==> config.mk <==
export PLATFORM = sky130hd
export DESIGN_NAME = cpu_shifter_iter
export DESIGN_NICKNAME = d
export VERILOG_FILES = /design/src/rtl/cpu_shifter_iter.sv
export SDC_FILE = /design/constraint.sdc
export NUM_CORES = 1
export LEC_CHECK = 0
export CAP_MARGIN = 10
export CORE_ASPECT_RATIO = 2
export CORE_MARGIN = 3
export CORE_UTILIZATION = 45
export DETAILED_ROUTE_END_ITERATION = 6
export PLACE_DENSITY = 0.78
export SYNTH_ARGS = -nofsm -noshare
export SYNTH_HDL_FRONTEND = slang
export SYNTH_SLANG_ARGS = --single-unit
==> constraint.sdc <==
create_clock -name clk_i -period 1.9 [get_ports clk_i]
set_input_delay 0.285 -clock clk_i [delete_from_list [all_inputs] [get_ports clk_i]]
set_output_delay 0.285 -clock clk_i [all_outputs]
set_load 0.01 [all_outputs]
==> src/rtl/cpu_shifter_iter.sv <==
// Multi-cycle shifter for EX: up to STEP bit positions per clock.
// Define CPU_SHIFTER_ROT_EN to build ROL/ROR support.
module cpu_shifter_iter #(
  parameter int XLEN = 32,
  parameter int STEP = 4
) (
  input  logic            clk_i,
  input  logic            rst_ni,
  input  logic            start_i,
  input  logic            flush_i,
  input  logic [2:0]      op_i,
  input  logic [XLEN-1:0] src_a_i,
  input  logic [XLEN-1:0] src_b_i,
  output logic            ready_o,
  output logic            busy_o,
  output logic            done_o,
  output logic [XLEN-1:0] res_o
);

  localparam int LW = $clog2(XLEN);
  localparam int W  = LW + 1;

  typedef enum logic [1:0] {
    IDLE,
    SHIFT,
    DONE
  } state_e;

  state_e          state_q, state_d;
  logic [W-1:0]    cnt_q, cnt_d;
  logic [XLEN-1:0] res_q, res_d;
  logic            right_q, right_d;
  logic            arith_q, arith_d;
  logic            rot_in;
  logic [W-1:0]    amt;
  logic [W-1:0]    step_amt;
  logic [XLEN-1:0] step_res;

`ifdef CPU_SHIFTER_ROT_EN
  logic rot_q, rot_d;
  assign rot_in = op_i[2];
`else
  logic unused_rot;
  assign unused_rot = op_i[2];
  assign rot_in     = 1'b0;
`endif

  // Rotates wrap mod XLEN; shifts saturate to XLEN on any high bit.
  always_comb begin
    amt = {1'b0, src_b_i[LW-1:0]};
    if (!rot_in && (|src_b_i[XLEN-1:LW])) begin
      amt = W'(XLEN);
    end
  end

  assign step_amt = (cnt_q <= W'(STEP)) ? cnt_q : W'(STEP);

  always_comb begin
    step_res = res_q;
    for (int i = 0; i <= STEP; i++) begin
      if (step_amt == W'(i)) begin
`ifdef CPU_SHIFTER_ROT_EN
        if (rot_q) begin
          if (right_q) begin
            step_res = (res_q >> i) | (res_q << (XLEN - i));
          end else begin
            step_res = (res_q << i) | (res_q >> (XLEN - i));
          end
        end else
`endif
        if (!right_q) begin
          step_res = res_q << i;
        end else if (arith_q) begin
          step_res = $signed(res_q) >>> i;
        end else begin
          step_res = res_q >> i;
        end
      end
    end
  end

  always_comb begin
    state_d = state_q;
    cnt_d   = cnt_q;
    res_d   = res_q;
    right_d = right_q;
    arith_d = arith_q;
`ifdef CPU_SHIFTER_ROT_EN
    rot_d   = rot_q;
`endif
    if (flush_i) begin
      state_d = IDLE;
      cnt_d   = '0;
    end else begin
      case (state_q)
        IDLE, DONE: begin
          state_d = IDLE;
          if (start_i) begin
            state_d = SHIFT;
            res_d   = src_a_i;
            cnt_d   = amt;
            right_d = op_i[0];
            arith_d = op_i[1] & op_i[0] & ~rot_in;
`ifdef CPU_SHIFTER_ROT_EN
            rot_d   = rot_in;
`endif
          end
        end
        SHIFT: begin
          res_d = step_res;
          if (cnt_q <= W'(STEP)) begin
            cnt_d   = '0;
            state_d = DONE;
          end else begin
            cnt_d = cnt_q - W'(STEP);
          end
        end
        default: state_d = IDLE;
      endcase
    end
  end

  always_ff @(posedge clk_i or negedge rst_ni) begin
    if (!rst_ni) begin
      state_q <= IDLE;
      cnt_q   <= '0;
      res_q   <= '0;
      right_q <= 1'b0;
      arith_q <= 1'b0;
`ifdef CPU_SHIFTER_ROT_EN
      rot_q   <= 1'b0;
`endif
    end else begin
      state_q <= state_d;
      cnt_q   <= cnt_d;
      res_q   <= res_d;
      right_q <= right_d;
      arith_q <= arith_d;
`ifdef CPU_SHIFTER_ROT_EN
      rot_q   <= rot_d;
`endif
    end
  end

  assign ready_o = (state_q != SHIFT);
  assign busy_o  = (state_q == SHIFT);
  assign done_o  = (state_q == DONE);
  assign res_o   = res_q;

endmodule

### Word level (Yosys, flattened, before mapping)

Index checks and enable logic that the tools add are counted.

| storage, ports and cells | value |
|---|---|
| input port bits | 71 |
| logic and storage cells | 58 |
| register bits | 42 |
| output and inout port bits | 35 |

| operators by class | value |
|---|---|
| multiplexer cells | 24 |
| order comparisons | 1 |
| add/subtract/negate cells | 1 |
| equal/unequal tests | 15 |
| reductions and logical operators | 9 |
| bitwise operators | 2 |

Operators with widths:

| cell | count |
|---|---|
| $mux 32 | 13 |
| $pmux 32 s2 | 1 |
| $mux 6 | 5 |
| $reduce_or 27->1 | 1 |
| $ne 4x4->1 const B | 4 |
| $eq 6x2->1 const B | 2 |
| $pmux 6 s2 | 1 |
| $reduce_and 8->1 | 1 |
| $eq 6x1->1 const B | 1 |
| $eq 6x3->1 const B | 1 |
| $le 6x3->1 const B | 1 |
| $sub 6x3->6 const B | 1 |
| $ne 5x1->1 const B | 1 |
| $mux 2 | 2 |
| $pmux 2 s2 | 1 |
| $reduce_and 4->1 | 1 |
| $ne 3x2->1 const B | 1 |
| $ne 3x3->1 const B | 1 |
| $reduce_and 3->1 | 1 |
| $reduce_bool 3->1 | 1 |
| $eq 2x1->1 const B | 1 |
| $eq 2x2->1 const B | 1 |
| $logic_not 2->1 | 1 |
| $ne 2x1->1 const B | 1 |
| 7 further kinds | 7 |

### Depth between registers and ports, before layout

| depth | value |
|---|---|
| depth in word-level cells | 8 |
| mapped depth | 9 |
| depth with buffers taken out | 7 |

### Worst setup path before layout

No wires, ideal clock.

| timing path | value |
|---|---|
| path type | reg-to-reg |
| start point | register cnt_q[1] |
| end point | register res_q[31] (netlist: res_o[31]) |
| clock period less this slack | 1.898 ns |
| path buffers | 2 |
| slack | 0.002 ns |
| cell stages (with the launch flop) | 8 |
| data arrival time | 1.772 ns |
| cell sequence | dfrtp_1 or4b_1 o211a_1 buf_6 a31o_4 buf_6 o21ai_2 o41ai_2 |

| on the way | value |
|---|---|
| cells in the longest elaborated chain, start to end | 7 |

Ends and longest elaborated chain:

| element | RTL line | text |
|---|---|---|
| start, declared | 30 | `logic [W-1:0] cnt_q, cnt_d;` |
| start signal, assigned | 135 | `cnt_q <= cnt_d;` |
| $le 6x3->1 | 56 | `assign step_amt = (cnt_q <= W'(STEP)) ? cnt_q : W'(STEP);` |
| $mux 6 * | 56 |  |
| $eq 6x2->1 | 61 | `if (step_amt == W'(i)) begin` |
| $mux 32 (3 in series) | 61 |  |
| $pmux 32 s2 | 95 | `case (state_q)` |
| end signal, assigned | 136 | `res_q <= res_d;` |
| end, declared | 31 | `logic [XLEN-1:0] res_q, res_d;` |

Mark *: on every way between the ends. The rest lies on a longest branch, timed or not.
A chain may end at the register's enable or synchronous reset.

### Worst setup path in the final report

| timing path | value |
|---|---|
| start point | register cnt_q[2] |
| end point | register res_q[11] (netlist: res_o[11]) |

The elaborated chain is that of the path after synthesis.

==> flow_summary.toml <==
[outcome]
outcome = "finished, violations left"
violations = "negative setup slack"

[final_layout]
stdcell_count = 737
insertedDiodeCount = 0
final_common_cell = "clkdlybuf4s50_1"
fillers = 689
seq_area_sq_um = 1057
layout_common_cells = "clkdlybuf4s50_1 (103), a21oi_1 (85), buf_4 (55), o21ai_1 (46), nand2_1 (45)"
area_delta_synth_final_pct = 51.11
drive_above_1_share_pct = 26.69
multi_input_area_sq_um = 2888
nets = 709

[global_route]
grt-ovfl-total = 0
grt_pass1_vias = 4753
antenna_found_initial = 0
grt_max_degree = 32
grt_pass1_wl_um = 22670
track_usage_pct = 27.92

[sta]
setup_viol = 32
hold_ws_ns = 0.4936
finalCritPeriodShare_pct = 104.5
slew_viol_final = 0
fmax_mhz = 503.5
relSlewSlack_pct = 69.56
max_slew.worst_pin.slew_ns = 0.4566
hold_viol = 0
skew_ns = 0.004947
rsz0062_at_grt = "true"
worst_slack_ns = -0.08604
timing.final.crit_period_ns = 1.986

[power_and_ir_drop]
powerDensity_nw_per_um2 = 883.2
ir_worst_vdd_mv = 0.4447
power_leakage_nw = 2.290

[routing]
wl_per_cell_um = 20.45
via_count = 4828
routed_via_density = 6.551
firstDrtPassIters = 5
drt_iter0_markers = 492
wl_um = 15070
drtAntennaViolNets = 0
drc = 0

[yosys]
synth-seq-cells = 42
yosys_warnings = 0
synth_top_area_share_pct = 26.19
synth_fp_nets = 567
synth_cell_type_count = 51
synth-main-ff-cell = "dfrtp_1"
synth-seq-area-share_pct = 26.19
synthCells = 494
postSynthAreaPerCell_sq_um = 8.123
ys_top_cells_by_area = "dfrtp_1 (26%), mux4_2 (13%), a21oi_1 (11%), o21ai_1 (6.2%), o21ai_0 (4.9%)"
syn-cell-area_sq_um = 4013
synth_edf_count = 0
synth_area_leader_cell = "dfrtp_1"
async_flop_share_pct = 100.0

[worst_setup_path]
path_class = "flop to flop"
arrival_ns = 2.21
cp_max_fo = 8
r2r_slack_ns = -0.09
endpoint_kind = "flop"
worstSetupStartpointType = "flop"
required_ns = 2.12

[clock_network]
clk_latency_ns = 0.29
clkTransAtPathRegs_ns = 0.06
h-tree-depth = 2
clock_path_buffers = 2
root_buffer = "clkbuf_16"
clock_sinks = 42
cts_tree = "built"
cts_buffers = 5

[placement]
dp.cells = 718
dp_hpwl_um = 10170
gp_congestion = 0.8985
pre_cts_ws_ns = -0.2714
io_buffers = 104

[min_path]
holdCritPathClass = "input pin to asynchronous set/reset pin"

[die]
dieArea_sq_um = 10150
chipWidth_um = 72.77
core_area_sq_um = 8648
start_util_pct = 46.40
ios = 106
num_rows = 48
die_h_um = 139.5

[run]
maxCapViolations = 0
final cells by class:
type | count | area share (%)
Clock buffer | 6 | 2.125
Clock inverter | 2 | 0.1651
Inverter | 5 | 0.3508
Multi-Input combinational cell | 401 | 47.63
Sequential cell | 42 | 17.44
Tap cell | 100 | 2.064
Timing Repair Buffer | 181 | 30.23
logic make-up (layout without fill, tap and decap cells):
kind of cell             count (synthesis)  count (layout)  synth area share, %
XOR/XNOR                                 1               1               0.2183
AO/OA/AOI/OAI                          223             223                31.53
AND/OR/NAND/NOR                        134             134                17.34
adder cells (fa/ha/maj)                  2               2               0.6235
buffers and inverters                   51             194                6.299
flip-flops                              42              42                26.19
multiplexers                            41              41                17.80
report_power, final:
| part | leakage, nW | internal, W | switching [W] |
|---|---|---|---|
| sequential | 0.517 | 0.00110 | 0.000524 |
| clock | 0.0706 | 0.000484 | 0.000376 |
| combinational | 1.70 | 0.00157 | 0.00130 |
final timing paths:
| path | start | cells after the start | to |
|---|---|---|---|
| max in group asynchronous | rst_ni | 3 | right_q |
| max reg2reg | cnt_q[2] | 9 | res_o[11] |
| max | cnt_q[2] | 9 | res_o[11] |
| min in group clk_i | op_i[1] | 3 | arith_q |
| min reg2reg | res_o[30] | 2 | res_o[30] |
| min | rst_ni | 3 | res_o[23] |
routing by layer:
layer / vias to the layer above / share of wire (%) / track usage [%]
met2: 310 / 54 / 50.05
met5: - / 0 / 0
li1: 2126 / - / -
met1: 2299 / 32 / 30.51
met4: 0 / 6.4 / 16.05
met3: 93 / 6.9 / 2.965
stage by stage:
stage / cell area [sq um] / power [W] / utilization, % / setup TNS, ns
after floorplan: 4013 / 0.002897 / - / 0
after global placement: 5528 / 0.004124 / 63.92 / -4.512
after detailed placement: 5528 / 0.004204 / 63.92 / -6.239
after CTS: 5803 / 0.005142 / 67.10 / -1.779
after global routing: 6063 / 0.005621 / 70.11 / -4.069
final: 6063 / 0.005355 / 70.11 / -1.799
worst max-delay path, cell delays in order, from the launching register on:
cell	delay, ns
dfrtp_2	0.44
nor4_4	0.26
buf_4	0.18
buf_6	0.10
o211ai_1	0.15
a31oi_4	0.24
buf_12	0.16
clkbuf_16	0.17
o21ai_1	0.07
o21ai_1	0.12
synth_stat cells, types with 2 or more instances:
library cell / n
ha_1: 2
clkbuf_1: 21
o21ai_0: 39
mux4_2: 24
a32o_1: 2
nor2b_1: 20
dfrtp_1: 42
and2_1: 3
and3_1: 2
o21ai_1: 50
nand2b_1: 10
nand3_1: 5
a211oi_1: 7
nor3_1: 2
inv_1: 4
a21o_1: 2
nand2_1: 45
buf_1: 3
nand4_1: 2
buf_2: 16
a21oi_1: 91
mux2i_1: 14
a2bb2oi_1: 3
a21boi_0: 2
mux2_2: 3
nor4_1: 7
or2_0: 2
buf_6: 5
o31a_1: 2
nor2_1: 13
o211ai_1: 4
a31oi_1: 10
or2_2: 19
flip-flops by register name, summed over array words and instances, names as in the netlist:
| signal | flops |
|---|---|
| right_q | 1 |
| arith_q | 1 |
| cnt_q | 6 |
| state_q | 2 |
| res_o | 32 |
repair_timing:
action	4_1_cts	5_1_grt
cloned	0	4
pin swaps	6	7
buffers inserted	2	4
endpoints found under the setup margin	33	36
endpoints found under the hold margin	24	0
hold buffers	1	0
resized for setup	30	34
Note: power is estimated with default switching activity, not from simulation.
